[config.mk]
export PLATFORM = sky130hd
export DESIGN_NAME = freecell_engine
export DESIGN_NICKNAME = d
export VERILOG_FILES = /design/src/rtl/freecell_engine.sv
export SDC_FILE = /design/constraint.sdc
export NUM_CORES = 2
export LEC_CHECK = 0
export CAP_MARGIN = 10
export CORE_UTILIZATION = 50
export CTS_BUF_LIST = sky130_fd_sc_hd__clkbuf_2
export DETAILED_ROUTE_END_ITERATION = 10
export DONT_BUFFER_PORTS = 1
export PLACE_DENSITY = 0.65
export RECOVER_POWER = 100
export SYNTH_ARGS = -nofsm -noshare
export SYNTH_HDL_FRONTEND = slang
export SYNTH_SLANG_ARGS = --single-unit
[constraint.sdc]
create_clock -name clock -period 22.4 [get_ports clock]
set_input_delay 4.48 -clock clock [delete_from_list [all_inputs] [get_ports clock]]
set_output_delay 4.48 -clock clock [all_outputs]
set_load 0.05 [all_outputs]
[src/rtl/freecell_engine.sv]
// freecell_engine: FreeCell game-state engine.
// Holds the tableau, free cells and home foundations, takes an initial deal
// through the load port, then checks and executes one single-card move per
// handshake. Results, the move count and the win flag are registered.
module freecell_engine #(
    parameter int NCOLS = 8,
    parameter int NFREE = 4,
    parameter int DEPTH = 20,
    parameter int MCW   = 16,
    parameter int CW    = (NCOLS > 1) ? $clog2(NCOLS) : 1
) (
    input  logic           clock,
    input  logic           reset_n,
    input  logic           load_valid,
    input  logic [CW-1:0]  load_col,
    input  logic [5:0]     load_card,
    output logic           load_err,
    input  logic           start,
    input  logic           move_valid,
    input  logic [3:0]     move_src,
    input  logic [3:0]     move_dst,
    output logic           move_ready,
    output logic           move_done,
    output logic           move_ok,
    output logic [MCW-1:0] moves,
    output logic           win
);

    localparam int HW = $clog2(DEPTH + 1);
    localparam int DW = (DEPTH > 1) ? $clog2(DEPTH) : 1;
    localparam int FW = (NFREE > 1) ? $clog2(NFREE) : 1;

    localparam logic [3:0]    SEL_CELL = 4'(NCOLS);
    localparam logic [3:0]    SEL_END  = 4'(NCOLS + NFREE);
    localparam logic [3:0]    SEL_HOME = 4'd15;
    localparam logic [HW-1:0] FULL     = HW'(DEPTH);

    typedef enum logic [1:0] {ST_LOAD, ST_PLAY, ST_WON} state_t;

    state_t         state_q;
    logic [HW-1:0]  height_q [NCOLS];
    logic [5:0]     cell_q   [NFREE];
    logic [3:0]     home_q   [4];
    logic [3:0]     home_d   [4];
    logic [5:0]     col_mem  [NCOLS][DEPTH];
    logic [MCW-1:0] moves_q;
    logic           load_err_q, done_q, ok_q, win_q;

    // Card colour: diamonds and hearts (suits 1, 2) are red.
    function automatic logic is_red(input logic [5:0] c);
        return c[5] ^ c[4];
    endfunction

    // Storage index of the top card of a non-empty column.
    function automatic logic [DW-1:0] top_idx(input logic [HW-1:0] h);
        return DW'(h - 1'b1);
    endfunction

    // Selector decode
    logic          src_col, src_cell, dst_col, dst_cell, dst_home;
    logic [CW-1:0] sc, dc;
    logic [FW-1:0] sf, df;

    assign src_col  = (move_src < SEL_CELL);
    assign src_cell = (move_src >= SEL_CELL) && (move_src < SEL_END);
    assign dst_col  = (move_dst < SEL_CELL);
    assign dst_cell = (move_dst >= SEL_CELL) && (move_dst < SEL_END);
    assign dst_home = (move_dst == SEL_HOME);
    assign sc       = move_src[CW-1:0];
    assign dc       = move_dst[CW-1:0];
    assign sf       = FW'(move_src - SEL_CELL);
    assign df       = FW'(move_dst - SEL_CELL);

    logic       accept, legal, dst_fits, all_home;
    logic [5:0] src_card, dst_top;
    logic       load_col_ok, load_ok, load_push;

    assign accept = move_valid && (state_q == ST_PLAY);

    // Legality of the presented move against the current game state.
    always_comb begin
        src_card = '0;
        if (src_col && height_q[sc] != '0)
            src_card = col_mem[sc][top_idx(height_q[sc])];
        else if (src_cell)
            src_card = cell_q[sf];

        dst_top = '0;
        if (dst_col && height_q[dc] != '0)
            dst_top = col_mem[dc][top_idx(height_q[dc])];

        dst_fits = 1'b0;
        if (dst_col)
            dst_fits = (height_q[dc] != FULL) &&
                       ((height_q[dc] == '0) ||
                        ((is_red(dst_top) != is_red(src_card)) &&
                         (dst_top[3:0] == src_card[3:0] + 4'd1)));
        else if (dst_cell)
            dst_fits = (cell_q[df] == '0);
        else if (dst_home)
            dst_fits = (src_card[3:0] == home_q[src_card[5:4]] + 4'd1);

        legal = (src_col || src_cell) && (src_card[3:0] != '0) &&
                dst_fits && (move_src != move_dst);
    end

    // Foundation state after this cycle's move, used for the win decision.
    always_comb begin
        home_d = home_q;
        if (accept && legal && dst_home)
            home_d[src_card[5:4]] = src_card[3:0];
        all_home = 1'b1;
        for (int s = 0; s < 4; s++)
            if (home_d[s] != 4'd13) all_home = 1'b0;
    end

    // Deal-time push check: valid column, room left, rank 1..13.
    always_comb begin
        load_col_ok = ({1'b0, load_col} < (CW+1)'(NCOLS));
        load_ok     = load_col_ok && (height_q[load_col] != FULL) &&
                      (load_card[3:0] != 4'd0) && (load_card[3:0] <= 4'd13);
        load_push   = (state_q == ST_LOAD) && load_valid && load_ok;
    end

    // Game control state, column heights, cells, homes and registered results.
    always_ff @(posedge clock or negedge reset_n) begin
        if (!reset_n) begin
            state_q    <= ST_LOAD;
            moves_q    <= '0;
            load_err_q <= 1'b0;
            done_q     <= 1'b0;
            ok_q       <= 1'b0;
            win_q      <= 1'b0;
            for (int i = 0; i < NCOLS; i++) height_q[i] <= '0;
            for (int i = 0; i < NFREE; i++) cell_q[i]   <= '0;
            for (int i = 0; i < 4; i++)     home_q[i]   <= '0;
        end else begin
            load_err_q <= (state_q == ST_LOAD) && load_valid && !load_ok;
            done_q     <= accept;
            ok_q       <= accept && legal;
            home_q     <= home_d;

            if (load_push)
                height_q[load_col] <= height_q[load_col] + 1'b1;
            if (state_q == ST_LOAD && start)
                state_q <= ST_PLAY;

            if (accept && legal) begin
                if (src_col)  height_q[sc] <= height_q[sc] - 1'b1;
                if (src_cell) cell_q[sf]   <= '0;
                if (dst_col)  height_q[dc] <= height_q[dc] + 1'b1;
                if (dst_cell) cell_q[df]   <= src_card;
                if (moves_q != '1) moves_q <= moves_q + 1'b1;
                if (all_home) begin
                    state_q <= ST_WON;
                    win_q   <= 1'b1;
                end
            end
        end
    end

    // Card storage; validity is defined by the column heights alone.
    always_ff @(posedge clock) begin
        if (load_push)
            col_mem[load_col][DW'(height_q[load_col])] <= load_card;
        if (accept && legal && dst_col)
            col_mem[dc][DW'(height_q[dc])] <= src_card;
    end

    assign move_ready = (state_q == ST_PLAY);
    assign move_done  = done_q;
    assign move_ok    = ok_q;
    assign moves      = moves_q;
    assign win        = win_q;
    assign load_err   = load_err_q;

endmodule

==> results.py <==
metrics = {
    "status": {
        "status": "complete, but fails checks",
        "violations": "capacitance limit, slew limit",
    },
    "setup_path": {
        "start_kind": "input port",
        "reg2regPathDepth": 25,
        "path_class": "in2reg",
        "cpPeakStageDelay_ns": 2.62,
        "critPathRequiredTime_ns": 23.08,
        "timing.rr.start": "height_q[20]",
        "cp_slowest_cell": "clkbuf_1",
        "r2r_end": "col_mem[2][79]",
        "arrival_ns": 17.39,
        "crit_fanout": 270,
        "endpoint_kind": "flip-flop",
        "rrSetupSlack_ns": 8.29,
    },
    "power_and_ir_drop": {
        "seqPwrFrac": 0.418,
        "sw_frac_of_total": 0.397,
        "clkPwrFrac": 0.228,
        "p_leak_uw": 0.0190,
        "p_total_uw": 5930,
        "pwr_density_cell_mw_per_mm2": 103,
        "combPwrFrac": 0.354,
        "p_switching_uw": 2350,
        "intPower_uw": 3580,
        "ir_drop_uv": 72.9,
    },
    "worst_hold_path": {
        "min_path_cells": 1,
        "hold_path.class": "reg2reg",
        "worstHoldStart": "home_q[7]",
        "whs_endpoint": "home_q[7]",
    },
    "drt": {
        "via_per_inst": 7.04,
        "wl_mm": 176,
        "wl_per_cell_um": 35.7,
        "dr.first_iter.drc_count": 4711,
        "vias": 34700,
        "dr.pass1.iters": 6,
        "route.detailed.drc": 0,
        "ant_nets": 0,
    },
    "synth": {
        "yosys.area_share.simple": 0.0583,
        "synthFlopType": "edfxtp_1",
        "synth_top_family_by_area": "multiplexers",
        "syn_area_mm2": 0.0542,
        "synth.distinct_cells": 105,
        "yosys_warnings": 0,
        "yosysTopAreaCell": "edfxtp_1",
        "synth-xor-area-share": 0.00588,
        "muxShareOfSynthArea": 0.269,
        "syn_area_per_cell_um2": 16.8,
        "synth_compound_gate_area_share": 0.0555,
        "syn-num-nets": 3269,
        "synth_top_area_frac": 0.531,
        "seq_area_frac_synth": 0.578,
        "synthCells": 3229,
        "ys_top_cells_by_area": "edfxtp_1 53%, mux4_2 23%, dfrtp_1 4.7%, mux2i_1 2.4%, nor2_1 1.9%",
        "synth_seq_cells": 1062,
        "synth_edf_count": 960,
        "synthAdderAreaFrac": 0.00415,
        "async_reset_ff_frac": 0.0960,
    },
    "clock_tree": {
        "cts_buffers": 292,
        "hold_buffers": 0,
        "cts_tree": "built",
        "cts_sinks": 1062,
        "htree_levels": 5,
        "clockRootBuffer": "clkbuf_2",
        "path_clk_slew_ns": 0.10,
        "clk_latency_ns": 1.57,
        "post-cts-setup-buffers": 0,
        "post_cts_resized": 0,
        "clockBufferDepth": 4,
    },
    "sta": {
        "fmax_ghz": 0.0598,
        "setup_violations": 0,
        "clock_skew_ns": 0.175,
        "final_max_slew_viol_count": 708,
        "worst_pin_slew_ns": 3.77,
        "finalCritPeriodShare": 0.746,
        "period_minus_slack_ns": 16.71,
        "rsz0062_at_grt": "false",
        "max-slew-margin-rel": -1.51,
        "fin_tns_setup_ns": 0,
        "hold_ws_ns": 0.534,
        "hold_viol_final": 0,
    },
    "floorplan": {
        "die_y_um": 331,
        "rows": 120,
        "coreArea_mm2": 0.107,
        "fp.dieW_um": 331,
        "dieArea_mm2": 0.110,
        "floorplan.initialDensity": 0.505,
        "io_pins": 43,
    },
    "place": {
        "port_buffers": 0,
        "hpwlAfterDp_mm": 113,
        "gp_congestion": 0.953,
    },
    "layout": {
        "layout_commonest_cell": "edfxtp_1",
        "drive_gt1_frac": 0.310,
        "most-common-layout-cells": "960 x edfxtp_1, 564 x mux4_2, 398 x clkbuf_2, 276 x nor2_1, 163 x nand2_1",
        "fill_cells": 8602,
        "syn2layout_area_growth_pct": 5.67,
        "nets": 3372,
    },
    "global_route": {
        "antenna_found_initial": 6,
        "grt_max_degree": 271,
        "grt_pass1_wl_mm": 253,
        "grt_usage": 0.322,
        "grt_pass1_vias": 35000,
        "grt_overflow": 0,
    },
    "run": {
        "maxCapViolations": 19,
    },
}
## worst max-delay path: cells and delay by family
| family | cells | cell delay (ns) |
|---|---|---|
| multiplexers | 1 | 0.50 |
| buffers and inverters | 3 | 3.24 |
| adder cells (fa/ha/maj) | 2 | 0.73 |
| AND/OR/NAND/NOR | 5 | 2.53 |
| AO/OA/AOI/OAI | 14 | 5.68 |
## cell families (layout without fill, tap and decap cells)
family,count (synthesis),in the layout
XOR/XNOR,34,34
other,0,2
buffers and inverters,281,578
AO/OA/AOI/OAI,412,412
AND/OR/NAND/NOR,686,686
adder cells (fa/ha/maj),18,18
multiplexers,736,736
flip-flops,1062,1062
## power groups by stage
stage | Clock (µW) | Combinational [µW] | Sequential (µW)
CTS | 1370 | 2060 | 2460
global placement | 0 | 2030 | 2500
global route | 1470 | 2160 | 2480
finish | 1350 | 2100 | 2470
floorplan | 0 | 1350 | 2500
detailed placement | 0 | 2050 | 2500
## worst max path at each step
stage / slack [ns] / endpoint / from
after floorplan: 6.58 / col_mem[0][100] / move_src[2]
after global placement: 8.70 / col_mem[6][76] / move_src[1]
after detailed placement: 8.48 / col_mem[5][76] / move_src[1]
after CTS: 10.06 / col_mem[6][76] / move_src[1]
after global routing: 5.19 / col_mem[3][38] / move_src[1]
final: 5.69 / col_mem[2][79] / move_src[1]
## layout make-up
| class | count | area (µm²) | share of cell area |
|---|---|---|---|
| Inverter | 48 | 181 | 0.00317 |
| Sequential cell | 1062 | 31400 | 0.547 |
| Clock inverter | 90 | 475 | 0.00829 |
| Multi-Input combinational cell | 1886 | 21300 | 0.371 |
| Antenna cell | 2 | 5.00 | 0.0000873 |
| Clock buffer | 398 | 1990 | 0.0347 |
| Tap cell | 1403 | 1760 | 0.0306 |
| Timing Repair Buffer | 42 | 282 | 0.00491 |
## cells in the mapped netlist, types with 14 or more instances
library cell,number
edfxtp_1,960
mux4_2,564
nor2_1,274
nand2_1,163
mux2i_1,129
dfrtp_1,102
buf_2,78
a21oi_1,74
clkbuf_1,73
nand3_1,68
a22oi_1,64
inv_1,43
nor3_1,40
o21ai_0,40
mux2_2,29
o22ai_1,26
buf_1,24
buf_4,24
buf_6,23
xnor2_1,20
nand4_1,19
o41ai_1,19
ha_1,18
and3_1,17
a211oi_1,15
a31oi_1,15
nor2b_1,15
and2_1,14
## metal layers
| metal | part of all wire | vias to the layer above | wire [µm] | global-route usage |
|---|---|---|---|---|
| met5 | 0.00017 | - | 30 | 0 |
| met3 | 0.11 | 436 | 19900 | 0.0858 |
| li1 | - | 13800 | - | - |
| met2 | 0.46 | 2415 | 81300 | 0.490 |
| met1 | 0.38 | 18000 | 66600 | 0.441 |
| met4 | 0.046 | 4 | 8010 | 0.139 |
## sequential cells by signal, indices dropped and copies added, names as in the netlist
name       cells
cell_q        24
move_ok        1
height_q      40
load_err       1
win            1
state_q        2
moves         16
col_mem      960
home_q        16
move_done      1
## metrics by stage
step                instances  area, µm²  utilization  worst slack (ns)
detailed placement       4441      55000        0.513              8.48
global route             4930      57300        0.534              5.19
global placement         4441      55000        0.513              8.70
CTS                      4929      57500        0.536             10.06
floorplan                3229      54200            -              6.58
finish                   4931      57300        0.534              5.69
Power figures use the tool's default switching activity.
